File: config.mk
export PLATFORM = sky130hd
export DESIGN_NAME = cache_req_arbiter
export DESIGN_NICKNAME = d
export VERILOG_FILES = /design/src/rtl/cache_req_arbiter.sv
export SDC_FILE = /design/constraint.sdc
export NUM_CORES = 1
export LEC_CHECK = 0
export BUFFER_PORTS_ARGS = -buffer_cell sky130_fd_sc_hd__buf_2
export CORE_ASPECT_RATIO = 1.1
export CORE_MARGIN = 2
export CORE_UTILIZATION = 45
export CTS_BUF_LIST = sky130_fd_sc_hd__clkbuf_8
export DETAILED_ROUTE_END_ITERATION = 8
export GPL_TIMING_DRIVEN = 0
export PLACE_DENSITY = 0.78
export RECOVER_POWER = 25
export SLEW_MARGIN = 10
export SYNTH_ARGS = -nofsm -noshare
export SYNTH_HDL_FRONTEND = slang
export SYNTH_SLANG_ARGS = --single-unit
File: constraint.sdc
create_clock -name i_clk -period 1.8 [get_ports i_clk]
set_input_delay 0.18 -clock i_clk [delete_from_list [all_inputs] [get_ports i_clk]]
set_output_delay 0.18 -clock i_clk [all_outputs]
set_load 0.1 [all_outputs]
File: src/rtl/cache_req_arbiter.sv
// Round-robin arbiter that shares one single-port cache controller among
// N_REQ requesters. It latches the winner's address and write flag, sends the
// controller a one-cycle start and waits for done, with a timeout. The data
// word then returns to the winner with a one-cycle valid strobe. After each
// response it spends one bubble cycle, so a requester's stale request level
// cannot win the arbitration again straight away.
module cache_req_arbiter #(
    parameter int N_REQ   = 4,
    parameter int ADDR_W  = 5,
    parameter int DATA_W  = 32,
    parameter int TIMEOUT = 15
) (
    input  logic                    i_clk,
    input  logic                    i_rst,
    input  logic [N_REQ-1:0]        i_req,
    input  logic [N_REQ*ADDR_W-1:0] i_addr,
    input  logic [N_REQ-1:0]        i_wr,
    output logic [N_REQ-1:0]        o_gnt,
    output logic [N_REQ-1:0]        o_rsp_valid,
    output logic                    o_rsp_err,
    output logic [DATA_W-1:0]       o_rsp_data,
    output logic                    o_cc_en,
    output logic                    o_cc_start,
    output logic [ADDR_W-1:0]       o_cc_addr,
    output logic                    o_cc_wr,
    input  logic                    i_cc_done,
    input  logic [DATA_W-1:0]       i_cc_data
);

    localparam int         PTR_W     = $clog2(N_REQ);
    localparam logic [7:0] LAST_WAIT = 8'(TIMEOUT - 1);

    typedef enum logic [1:0] {IDLE, ISSUE, WAIT, RESP} state_t;

    state_t            state_q, state_d;
    logic [PTR_W-1:0]  ptr_q, ptr_d;         // round-robin start position
    logic [PTR_W-1:0]  idx_q, idx_d;         // index of the granted requester
    logic [7:0]        cnt_q, cnt_d;         // WAIT cycles already spent
    logic              bubble_q, bubble_d;   // blocks arbitration for one IDLE cycle
    logic [N_REQ-1:0]  gnt_q, gnt_d;
    logic [N_REQ-1:0]  rsp_valid_q, rsp_valid_d;
    logic              rsp_err_q, rsp_err_d;
    logic [DATA_W-1:0] rsp_data_q, rsp_data_d;
    logic              cc_en_q, cc_en_d;
    logic              cc_start_q, cc_start_d;
    logic [ADDR_W-1:0] cc_addr_q, cc_addr_d;
    logic              cc_wr_q, cc_wr_d;

    logic [ADDR_W-1:0] addr_arr [N_REQ];
    logic              found;
    logic [PTR_W-1:0]  sel;

    // Split the packed address bus into one address per requester
    always_comb begin
        for (int k = 0; k < N_REQ; k++) begin
            addr_arr[k] = i_addr[k*ADDR_W +: ADDR_W];
        end
    end

    // Round-robin pick: the first request at or after the pointer, wrapping at N_REQ
    always_comb begin
        int               cand;
        logic [PTR_W-1:0] cand_idx;
        found    = 1'b0;
        sel      = ptr_q;
        cand     = 0;
        cand_idx = '0;
        for (int i = 0; i < N_REQ; i++) begin
            cand = int'(ptr_q) + i;
            if (cand >= N_REQ) begin
                cand = cand - N_REQ;
            end
            cand_idx = PTR_W'(cand);
            if (!found && i_req[cand_idx]) begin
                found = 1'b1;
                sel   = cand_idx;
            end
        end
    end

    // Next state and next register values for the arbitration FSM
    always_comb begin
        // NOTE: every value starts from its held copy, so a path that does not
        // assign it keeps its value. This stops the tool from inferring a latch.
        state_d     = state_q;
        ptr_d       = ptr_q;
        idx_d       = idx_q;
        cnt_d       = cnt_q;
        bubble_d    = bubble_q;
        gnt_d       = gnt_q;
        rsp_valid_d = rsp_valid_q;
        rsp_err_d   = rsp_err_q;
        rsp_data_d  = rsp_data_q;
        cc_en_d     = cc_en_q;
        cc_start_d  = cc_start_q;
        cc_addr_d   = cc_addr_q;
        cc_wr_d     = cc_wr_q;

        unique case (state_q)
            IDLE: begin
                bubble_d = 1'b0;
                if (!bubble_q && found) begin
                    idx_d      = sel;
                    gnt_d      = '0;
                    gnt_d[sel] = 1'b1;
                    cc_addr_d  = addr_arr[sel];
                    cc_wr_d    = i_wr[sel];
                    cc_start_d = 1'b1;
                    cc_en_d    = 1'b1;
                    state_d    = ISSUE;
                end
            end
            ISSUE: begin
                // Done is not accepted here; the controller has only just seen start.
                cc_start_d = 1'b0;
                cnt_d      = '0;
                state_d    = WAIT;
            end
            WAIT: begin
                if (i_cc_done) begin
                    rsp_data_d  = i_cc_data;
                    rsp_err_d   = 1'b0;
                    rsp_valid_d = gnt_q;
                    cc_en_d     = 1'b0;
                    state_d     = RESP;
                end else if (cnt_q == LAST_WAIT) begin
                    rsp_data_d  = '0;
                    rsp_err_d   = 1'b1;
                    rsp_valid_d = gnt_q;
                    cc_en_d     = 1'b0;
                    state_d     = RESP;
                end else begin
                    cnt_d = cnt_q + 8'd1;
                end
            end
            RESP: begin
                gnt_d       = '0;
                rsp_valid_d = '0;
                rsp_err_d   = 1'b0;
                ptr_d       = (idx_q == PTR_W'(N_REQ - 1)) ? '0 : idx_q + 1'b1;
                bubble_d    = 1'b1;
                state_d     = IDLE;
            end
            default: state_d = IDLE;
        endcase
    end

    // State registers; reset drops any transaction in flight without a response
    always_ff @(posedge i_clk or posedge i_rst) begin
        if (i_rst) begin
            state_q     <= IDLE;
            ptr_q       <= '0;
            idx_q       <= '0;
            cnt_q       <= '0;
            bubble_q    <= 1'b0;
            gnt_q       <= '0;
            rsp_valid_q <= '0;
            rsp_err_q   <= 1'b0;
            rsp_data_q  <= '0;
            cc_en_q     <= 1'b0;
            cc_start_q  <= 1'b0;
            cc_addr_q   <= '0;
            cc_wr_q     <= 1'b0;
        end else begin
            // NOTE: non-blocking assignments, so every register samples values
            // from before the edge, no matter how the statements are ordered.
            state_q     <= state_d;
            ptr_q       <= ptr_d;
            idx_q       <= idx_d;
            cnt_q       <= cnt_d;
            bubble_q    <= bubble_d;
            gnt_q       <= gnt_d;
            rsp_valid_q <= rsp_valid_d;
            rsp_err_q   <= rsp_err_d;
            rsp_data_q  <= rsp_data_d;
            cc_en_q     <= cc_en_d;
            cc_start_q  <= cc_start_d;
            cc_addr_q   <= cc_addr_d;
            cc_wr_q     <= cc_wr_d;
        end
    end

    assign o_gnt       = gnt_q;
    assign o_rsp_valid = rsp_valid_q;
    assign o_rsp_err   = rsp_err_q;
    assign o_rsp_data  = rsp_data_q;
    assign o_cc_en     = cc_en_q;
    assign o_cc_start  = cc_start_q;
    assign o_cc_addr   = cc_addr_q;
    assign o_cc_wr     = cc_wr_q;

endmodule
==> metrics.cfg <==
[run_status]
status=complete, but fails checks
failed_checks=setup timing

[route]
via_count=2419
drt-pass1-iter-count=4
ant_nets=0
drc=0
wl_per_cell_um=15.2
wl_um=6940
wl_met2_um=3430
drt-vias-per-instance=5.29
wirelength_met1_um=3020
met3_length_um=406
top_layer=met4
drtIter0Drc=105

[setup_path]
cp.arrival_ns=2.05
worstPathRequired_ns=2.03
slowest_stage=or3b_4
startpoint_type=flop
slowest_delay_ns=0.42
worstPathMaxFanout=7
path_class=reg -> reg
endpoint_kind=flop
crit_chain=or3b_4, o41a_1, buf_6, nor2_4, mux2_4
critPathBufInv=1
cp_top_family=simple AND/OR/NAND/NOR gates

[timing]
period_share_pct=101
rsz0062_at_grt=yes
setup_viol=1
finalClockSkew_ns=0.00434
final-hold-violation-count=0
tightest_slew_ns=1.30
fin_tns_setup_ns=-0.0199
max_freq_ghz=0.549
drv_slew=0
finalCriticalPeriod_ns=1.82
setup_ws_ns=-0.0199
max_slew_margin_pct=13.2

[logic_synthesis]
synth_top_cell_by_area=dfrtp_1
synth_compound_area_share_pct=20.2
synthFlopType=dfrtp_1
synthAdderAreaFrac_pct=3.47
yosysSeqAreaShare_pct=55.6
async_flop_share_pct=100
yosys.area.top_type_share_pct=55.6
synth.net_count=313
synth.area.mux_share_pct=4.34
yosys.area_share.simple_pct=12.1
synthesis.instances=242
synth-seq-cells=64
synthDistinctLibCells=44
synth.avg_cell_area_sq_um=11.9
synth-xor-area-share_pct=0.912
synth_area_sq_um=2880
synth_top_family_by_area=compound AO/OA/AOI/OAI gates
synth_edf_count=0
netlist_top_cells_area=dfrtp_1, a22o_1, ha_1
yosysWarnings=0

[global_routing]
grt_max_degree=65
grt_pass1_wl_um=10600
antenna_found_initial=0
track_usage_pct=19.5
grt_pass1_vias=2274
overflow=0

[die]
rows=30
core_sq_um=6190
start_util_pct=46.5
die_w_um=80.3
chipHeight_um=87.9
io_pins=112
dieArea_sq_um=7060

[clock_tree]
clock_sinks=64
clockRootBuffer=clkbuf_8
cts_tree=done
clkLatencyLatePin_ns=0.34
cts_max_path_buffers=2
clk_pin_slew_ns=0.07
htreeDepth=3
cts_buffers=9

[layout]
layout.nets=443
area_growth_pct=38.0
layout-drive-gt1-share_pct=44.8
num_antenna_cells=0

[placed_design]
port_buffers=111
dpl.hpwl_um=4850
place_congestion=0.819

[worst_hold_path]
hold_path_class=in -> reg

[flow_run]
drv_cap=0

## registers in the layout, indices dropped and copies added, names as in the netlist
register     count
bubble_q         1
cnt_q            8
idx_q            2
o_cc_addr        5
o_cc_en          1
o_cc_start       1
o_cc_wr          1
o_gnt            4
o_rsp_data      32
o_rsp_err        1
o_rsp_valid      4
ptr_q            2
state_q          2
## worst paths after layout
path | start | end | slack (ns) | depth (start not counted)
worst min-delay path | i_cc_data[13] | o_rsp_data[13] | 0.05 | 2
min in group asynchronous | i_rst | o_rsp_data[14] | 0.20 | 2
max in group asynchronous | i_rst | o_gnt[2] | 0.82 | 2
worst max-delay path | cnt_q[4] | state_q[1] | -0.02 | 5
worst min register to register | o_rsp_err | o_rsp_err | 0.48 | 1
worst max register to register | cnt_q[4] | state_q[1] | -0.02 | 5
## placed cells by master, fill, tap and decap left out, types with 3 or more instances in the layout
| cell type | instances |
|---|---|
| dfrtp_1 | 64 |
| o21ai_0 | 5 |
| nor2b_1 | 4 |
| and4_1 | 6 |
| xor2_1 | 3 |
| inv_1 | 9 |
| mux2i_1 | 8 |
| nand2_1 | 10 |
| clkbuf_2 | 4 |
| a22o_1 | 36 |
| buf_4 | 13 |
| ha_1 | 6 |
| or3_1 | 3 |
| o32ai_1 | 4 |
| clkbuf_8 | 9 |
| a211oi_1 | 12 |
| buf_2 | 111 |
| nand4_1 | 3 |
| bufinv_16 | 3 |
| mux2_2 | 3 |
| nor2_1 | 17 |
| a21oi_1 | 3 |
## cells in the mapped netlist (4+ instances only)
cell type,count
nor2_1,18
o21ai_0,5
o32ai_1,4
dfrtp_1,64
and4_1,6
clkbuf_1,6
a22o_1,36
inv_1,11
a211oi_1,12
nand2_1,11
mux2i_1,8
nor2b_1,5
ha_1,8
## stage by stage
| stage | worst slack [ns] | instance area (sq um) | instances | hold WS, ns | util, % |
|---|---|---|---|---|---|
| 2_1_floorplan | 0.00292 | 2880 | 242 | 0.313 | - |
| 3_3_place_gp | -0.715 | 3540 | 433 | 0.398 | 57.2 |
| 3_5_place_dp | -0.250 | 3540 | 433 | 0.385 | 57.2 |
| 4_1_cts | 0.00736 | 3860 | 453 | 0.0136 | 62.3 |
| 5_1_grt | -0.0487 | 3980 | 457 | 0.0465 | 64.2 |
| 6_report | -0.0199 | 3980 | 457 | 0.0504 | 64.2 |
## cell type report
class,count,area [sq um]
inverters,11,41.3
well taps,80,100
flip-flops and latches,64,1600
multi-input cells,156,1300
fillers,501,2220
clock buffers,9,124
clock inverters,7,120
repair buffers,120,623
plain buffers,10,65.1
## logic make-up (layout without fill, tap and decap cells)
group | count (synthesis) | count (layout)
AOI/OAI and AO/OA | 72 | 72
xor gates and xnor gates | 3 | 3
adders and majority gates | 8 | 8
buffers and inverters | 22 | 157
DFF | 64 | 64
muxes | 12 | 12
and+or+nand+nor | 61 | 61
## metal layers
layer	global-route usage [%]	vias to the layer above
met4	6.47	0
met3	4.23	7
li1	-	1166
met5	0	-
met2	32.4	86
met1	25.5	1160
## what timing repair did
| item | in CTS | in global routing |
|---|---|---|
| setup buffers | 5 | 4 |
| gates resized for setup | 8 | 28 |
| setup endpoints to repair | 52 | 52 |
| hold buffers | 0 | 0 |
| pin swaps | 1 | 2 |
Power is left out: the tool's default activity adds up to more than one toggle a clock period on the data nets, which glitch-free logic cannot reach.
